--- src/rtl/rgb_color_pkg.sv ---
// Shared colour-select constants, default RGB332 codes and FSM
// state encoding for the RGB332 pattern generator.
package rgb_color_pkg;

    // Same encoding as the red/green classifier output.
    localparam logic [1:0] COLOR_NONE  = 2'b00;
    localparam logic [1:0] COLOR_RED   = 2'b01;
    localparam logic [1:0] COLOR_GREEN = 2'b10;

    // Default RGB332 codes {R[7:5],G[4:2],B[1:0]}.
    localparam logic [7:0] DEF_RED_CODE   = 8'hA0;
    localparam logic [7:0] DEF_GREEN_CODE = 8'h1C;
    localparam logic [7:0] DEF_BG_CODE    = 8'h00;

    typedef enum logic [1:0] {
        ST_IDLE = 2'd0,
        ST_RUN  = 2'd1,
        ST_DONE = 2'd2
    } state_t;

endpackage

--- src/rtl/rgb332_color_pattern_gen_raster_counter.sv ---
// Raster x/y/frame counters with clear and advance enable.
// Ports: clk, rst, clr, adv in; last_x/last_y/last_frame, x_nxt/y_nxt out.
module raster_counter #(
    parameter int unsigned H_ACTIVE   = 64,
    parameter int unsigned V_ACTIVE   = 48,
    parameter int unsigned NUM_FRAMES = 1,
    localparam int unsigned XW = (H_ACTIVE > 1) ? $clog2(H_ACTIVE) : 1,
    localparam int unsigned YW = (V_ACTIVE > 1) ? $clog2(V_ACTIVE) : 1
) (
    input  logic          clk,
    input  logic          rst,
    input  logic          clr,
    input  logic          adv,
    output logic          last_x,
    output logic          last_y,
    output logic          last_frame,
    output logic [XW-1:0] x_nxt,
    output logic [YW-1:0] y_nxt
);

    localparam int unsigned FW = (NUM_FRAMES > 1) ? $clog2(NUM_FRAMES) : 1;
    localparam logic [XW-1:0] X_LAST = XW'(H_ACTIVE - 1);
    localparam logic [YW-1:0] Y_LAST = YW'(V_ACTIVE - 1);
    localparam logic [FW-1:0] F_LAST = FW'(NUM_FRAMES - 1);

    logic [XW-1:0] x;
    logic [YW-1:0] y;
    logic [FW-1:0] frame;
    logic [FW-1:0] f_nxt;

    assign last_x     = (x == X_LAST);
    assign last_y     = (y == Y_LAST);
    assign last_frame = (frame == F_LAST);

    // Next-coordinate values are exported so the top can register
    // the pixel that will be presented after this edge.
    always_comb begin
        x_nxt = x;
        y_nxt = y;
        f_nxt = frame;
        if (clr) begin
            x_nxt = '0;
            y_nxt = '0;
            f_nxt = '0;
        end else if (adv) begin
            if (last_x) begin
                x_nxt = '0;
                if (last_y) begin
                    y_nxt = '0;
                    f_nxt = last_frame ? '0 : frame + 1'b1;
                end else begin
                    y_nxt = y + 1'b1;
                end
            end else begin
                x_nxt = x + 1'b1;
            end
        end
    end

    always_ff @(posedge clk or posedge rst) begin
        if (rst) begin
            x     <= '0;
            y     <= '0;
            frame <= '0;
        end else begin
            x     <= x_nxt;
            y     <= y_nxt;
            frame <= f_nxt;
        end
    end

endmodule

--- src/rtl/rgb332_color_pattern_gen.sv ---
// Synthetic RGB332 raster source: frames with a red/green patch on a background.
// Ports: clk, rst, start, color_sel, pix_ready in; pix_valid, RGB, sof, eol, eof, busy, done out.
module rgb332_color_pattern_gen
    import rgb_color_pkg::*;
#(
    parameter int unsigned H_ACTIVE   = 64,
    parameter int unsigned V_ACTIVE   = 48,
    parameter int unsigned PATCH_X0   = 16,
    parameter int unsigned PATCH_W    = 16,
    parameter int unsigned PATCH_Y0   = 16,
    parameter int unsigned PATCH_H    = 16,
    parameter int unsigned NUM_FRAMES = 1,
    parameter logic [7:0]  RED_CODE   = DEF_RED_CODE,
    parameter logic [7:0]  GREEN_CODE = DEF_GREEN_CODE,
    parameter logic [7:0]  BG_CODE    = DEF_BG_CODE
) (
    input  logic       clk,
    input  logic       rst,
    input  logic       start,
    input  logic [1:0] color_sel,
    input  logic       pix_ready,
    output logic       pix_valid,
    output logic [7:0] RGB,
    output logic       sof,
    output logic       eol,
    output logic       eof,
    output logic       busy,
    output logic       done
);

    localparam int unsigned XW = (H_ACTIVE > 1) ? $clog2(H_ACTIVE) : 1;
    localparam int unsigned YW = (V_ACTIVE > 1) ? $clog2(V_ACTIVE) : 1;
    localparam logic [XW-1:0] X_LAST = XW'(H_ACTIVE - 1);
    localparam logic [YW-1:0] Y_LAST = YW'(V_ACTIVE - 1);

    state_t        state;
    logic [1:0]    color_q;
    logic          xfer;
    logic          clr;
    logic          adv;
    logic          last_x;
    logic          last_y;
    logic          last_frame;
    logic [XW-1:0] x_nxt;
    logic [YW-1:0] y_nxt;

    assign xfer = pix_valid & pix_ready;
    assign clr  = (state != ST_RUN);
    assign adv  = (state == ST_RUN) & xfer;

    raster_counter #(
        .H_ACTIVE   (H_ACTIVE),
        .V_ACTIVE   (V_ACTIVE),
        .NUM_FRAMES (NUM_FRAMES)
    ) u_cnt (
        .clk        (clk),
        .rst        (rst),
        .clr        (clr),
        .adv        (adv),
        .last_x     (last_x),
        .last_y     (last_y),
        .last_frame (last_frame),
        .x_nxt      (x_nxt),
        .y_nxt      (y_nxt)
    );

    // 33-bit compare so PATCH_X0+PATCH_W cannot wrap.
    function automatic logic [7:0] pix_code(
        input logic [XW-1:0] px,
        input logic [YW-1:0] py,
        input logic [1:0]    sel
    );
        logic in_x;
        logic in_y;
        in_x = (33'(px) >= 33'(PATCH_X0)) &&
               (33'(px) <  33'(PATCH_X0) + 33'(PATCH_W));
        in_y = (33'(py) >= 33'(PATCH_Y0)) &&
               (33'(py) <  33'(PATCH_Y0) + 33'(PATCH_H));
        if (in_x && in_y && sel == COLOR_RED)
            return RED_CODE;
        else if (in_x && in_y && sel == COLOR_GREEN)
            return GREEN_CODE;
        else
            return BG_CODE;
    endfunction

    always_ff @(posedge clk or posedge rst) begin
        if (rst) begin
            state     <= ST_IDLE;
            color_q   <= COLOR_NONE;
            pix_valid <= 1'b0;
            RGB       <= '0;
            sof       <= 1'b0;
            eol       <= 1'b0;
            eof       <= 1'b0;
            busy      <= 1'b0;
            done      <= 1'b0;
        end else begin
            unique case (state)
                ST_IDLE: begin
                    done <= 1'b0;
                    if (start) begin
                        // Counters are held clear in IDLE, so x_nxt/y_nxt are 0.
                        state     <= ST_RUN;
                        color_q   <= color_sel;
                        pix_valid <= 1'b1;
                        busy      <= 1'b1;
                        RGB       <= pix_code(x_nxt, y_nxt, color_sel);
                        sof       <= 1'b1;
                        eol       <= (x_nxt == X_LAST);
                        eof       <= (x_nxt == X_LAST) && (y_nxt == Y_LAST);
                    end
                end
                ST_RUN: begin
                    if (xfer) begin
                        if (last_x && last_y && last_frame) begin
                            state     <= ST_DONE;
                            pix_valid <= 1'b0;
                            busy      <= 1'b0;
                            RGB       <= '0;
                            sof       <= 1'b0;
                            eol       <= 1'b0;
                            eof       <= 1'b0;
                            done      <= 1'b1;
                        end else begin
                            RGB <= pix_code(x_nxt, y_nxt, color_q);
                            sof <= (x_nxt == '0) && (y_nxt == '0);
                            eol <= (x_nxt == X_LAST);
                            eof <= (x_nxt == X_LAST) && (y_nxt == Y_LAST);
                        end
                    end
                end
                ST_DONE: begin
                    done  <= 1'b0;
                    state <= ST_IDLE;
                end
                default: state <= ST_IDLE;
            endcase
        end
    end

endmodule

--- config.mk ---
export PLATFORM = sky130hd
export DESIGN_NAME = rgb332_color_pattern_gen
export DESIGN_NICKNAME = d
export VERILOG_FILES = /design/src/rtl/rgb_color_pkg.sv /design/src/rtl/rgb332_color_pattern_gen_raster_counter.sv /design/src/rtl/rgb332_color_pattern_gen.sv
export SDC_FILE = /design/constraint.sdc
export NUM_CORES = 1
export LEC_CHECK = 0
export CORE_ASPECT_RATIO = 1.1
export CORE_UTILIZATION = 48
export CTS_CLUSTER_DIAMETER = 150
export CTS_CLUSTER_SIZE = 40
export DETAILED_ROUTE_END_ITERATION = 16
export PLACE_DENSITY = 0.74
export SLEW_MARGIN = 20
export SYNTH_ARGS = -nofsm -noshare
export SYNTH_HDL_FRONTEND = slang
export SYNTH_SLANG_ARGS = --single-unit
export TNS_END_PERCENT = 50
--- constraint.sdc ---
create_clock -name clk -period 2.2 [get_ports clk]
set_clock_uncertainty 0.2 [all_clocks]
set_input_delay 0.44 -clock clk [delete_from_list [all_inputs] [get_ports clk]]
set_output_delay 0.44 -clock clk [all_outputs]
set_load 0.1 [all_outputs]
==> results_dict.tcl <==
set metrics [dict create \
    area_growth_pct 30.5 \
    synth_edf_count 0 \
    layout-drive-gt1-share 0.369 \
    p_leak_nw 0.867 \
    rows 20 \
    cts_hold_buf 0 \
    fin_tns_setup_ns 0 \
    clk_path_buf_depth 2 \
    place.gp.congestion 0.887 \
    fmax_mhz 469 \
    yosysSeqAreaShare 0.407 \
    grt_max_degree 24 \
    setup_viol 0 \
    slew_violations 0 \
    end_kind "register" \
    synthCells 148 \
    antenna_found_initial 0 \
    cap_violations 0 \
    async_reset_ff_frac 1.00 \
    status "complete, no violations" \
    startpoint_type "register" \
    floorplan.initialDensity 0.509 \
    period_share 0.969 \
    cts.sinks 23 \
    portBuffers 16 \
    drc 0 \
    ios 20 \
    fin_total_pwr_mw 1.23 \
    synth_area_um2 1410 \
    cts_max_level 1 \
    clkLatencyLatePin_ns 0.31 \
    dp_hpwl_mm 2.57 \
    grt_first_pass_wirelength_mm 5.60 \
    drt-initial-drc-count 55 \
    multi_input_comb_area_um2 787 \
    grt_usage 0.248 \
    hold_path.class "in2async" \
    syn_area_per_cell_um2 9.54 \
    fin_ws_ns 0.0685 \
    grt-ovfl-total 0 \
    timing.rr.start "u_cnt.x[0]$_DFF_PP0_" \
    ff2ff_path_depth 7 \
    grt_pass1_vias 1268 \
    routed_wl_mm 3.59 \
    clkSlewWorstSetupHoldPaths_ns 0.13 \
    tritoncts "yes" \
    crit_type "reg2reg" \
    ys.flop_type "dfrtp_1" \
    first_pass_iters 4 \
    diodes 0 \
    utilization 0.664 \
    die_w_um 53.7 \
    nets 196 \
    crit_arrival_ns 2.15 \
    worstPathRequired_ns 2.22 \
    layout_min_cycle_time_ns 2.13 \
    vias_per_cell 6.13 \
    r2r_slack_ns 0.07 \
    peakVddDrop_mv 0.438 \
    cp_max_fo 4 \
    die_h_um 58.9 \
    fp.coreArea_um2 2780 \
    design.die.area_um2 3160 \
    ff_latch_area_um2 579 \
    yosysWarnings 0 \
    num_vias 1348 \
    hold_viol 0 \
    synth-seq-cells 23 \
    clockRootBuffer "clkbuf_4" \
    whs_ns 0.244 \
    power_density_nw_per_um2 666 \
    reg2reg_to "eof$_DFFE_PP0P_" \
    drt-wirelength-per-cell_um 16.3 \
    cts_buffers 3 \
    filler_cell_count 208 \
    place_ws_ns -0.360 \
    ant_nets 0 \
    synth.distinct_cells 54 \
]
-- routing by layer --
layer / share of wire / up-vias / GRT usage
met1: 0.40 / 669 / 0.326
met2: 0.53 / 62 / 0.399
met3: 0.060 / 4 / 0.0388
li1: - / 613 / -
met4: 0.0092 / 0 / 0.105
met5: 0 / - / 0
-- cells by family after synthesis --
group | after synthesis | share of synthesized area
flip-flops | 23 | 0.407
buffers and inverters | 19 | 0.0762
AND/OR/NAND/NOR | 58 | 0.244
multiplexers | 3 | 0.0230
AO/OA/AOI/OAI | 38 | 0.205
XOR/XNOR | 4 | 0.0248
adder cells (fa/ha/maj) | 2 | 0.0177
other | 1 | 0.00265
-- worst max-delay path, cell delays in order, from the launching register on --
cell and delay, ns:
dfrtp_1 0.39, ha_2 0.21, and2_4 0.17, nand3_4 0.07, or4_4 0.45, a21oi_4 0.23, nor4_1 0.08, a32o_1 0.24
-- Yosys cell counts (all sizes together), types with 2 or more instances --
master / n / area (um^2)
or4: 2 / 18.8
nand3: 7 / 52.6
inv: 6 / 22.5
nor4: 3 / 18.8
a31oi: 2 / 12.5
mux2: 2 / 22.5
and2: 3 / 23.8
o21ai: 4 / 20.0
a31o: 2 / 17.5
xor2: 3 / 26.3
nand4b: 2 / 17.5
a311oi: 2 / 17.5
dfrtp: 23 / 576
nand2: 13 / 51.3
buf: 10 / 73.8
nor3: 5 / 25.0
ha: 2 / 25.0
nor2: 11 / 43.8
and3: 4 / 30.0
o211ai: 2 / 15.0
a211oi: 2 / 15.0
nand4: 2 / 12.5
clkbuf: 3 / 11.3
a21oi: 9 / 60.1
a21o: 3 / 22.5
o31a: 2 / 17.5
o31ai: 4 / 40.0
nor3b: 3 / 27.5
-- cells in the final DEF (no fill, tap or decap), drive strengths merged, types with 2 or more instances in the layout --
cell / instances
buf: 41
dfrtp: 23
nand2: 13
nor2: 11
a21oi: 9
nand3: 7
inv: 6
nor3: 5
clkdlybuf4s50: 4
and3: 4
o21ai: 4
o31ai: 4
xor2: 3
a21o: 3
nor4: 3
conb: 3
clkbuf: 3
and2: 3
nor3b: 3
nand4: 2
o211ai: 2
nand4b: 2
o31a: 2
mux2: 2
a211oi: 2
a31o: 2
ha: 2
or4: 2
a31oi: 2
a311oi: 2
-- per-stage QoR --
| stage | cells | area (um^2) |
|---|---|---|
| after floorplan | 150 | 1430 |
| after global routing | 220 | 1840 |
| after global placement | 212 | 1730 |
| after CTS | 216 | 1770 |
| after detailed placement | 212 | 1730 |
| final | 220 | 1840 |
-- repair_timing --
| item | in CTS | in global routing |
|---|---|---|
| endpoints found under the hold margin | 0 | 0 |
| gates resized for setup | 1 | 11 |
| pin swaps | 2 | 6 |
| endpoints found under the setup margin | 2 | 6 |
| buffers inserted | 0 | 4 |
-- state kept, by name (all words and copies together) (netlist names) --
| signal | flops |
|---|---|
| done | 1 |
| eof | 1 |
| u_cnt.x | 6 |
| RGB | 2 |
| eol | 1 |
| color_q | 2 |
| u_cnt.y | 6 |
| state | 2 |
| sof | 1 |
| busy | 1 |
-- final cells by class --
type / count / area share
clock inverters: 1 / 0.00272
repair buffers: 46 / 0.209
clock buffers: 3 / 0.0122
flip-flops and latches: 23 / 0.314
well taps: 33 / 0.0224
inverters: 6 / 0.0122
multi-input cells: 108 / 0.427
-- how the worst max path moves through the flow --
stage,from,to,slack [ns],depth (start not counted)
after floorplan,busy$_DFFE_PP0P_,RGB[5]$_DFFE_PP0P_,-0.005,6
after global placement,pix_ready,RGB[5]$_DFFE_PP0P_,-0.36,8
after detailed placement,pix_ready,RGB[5]$_DFFE_PP0P_,-0.36,8
after CTS,pix_ready,RGB[5]$_DFFE_PP0P_,0.0004,8
after global routing,u_cnt.y[1]$_DFF_PP0_,eof$_DFFE_PP0P_,-0.02,6
final,u_cnt.x[0]$_DFF_PP0_,eof$_DFFE_PP0P_,0.07,7
-- report_power, final --
part	internal (mW)	total (mW)	switching [mW]	leakage (nW)
sequential	0.476	0.537	0.0612	0.297
clock	0.0680	0.203	0.135	0.0177
combinational	0.212	0.488	0.277	0.552
total	0.755	1.23	0.473	0.867
No activity file was read; power rests on OpenSTA's default activity.
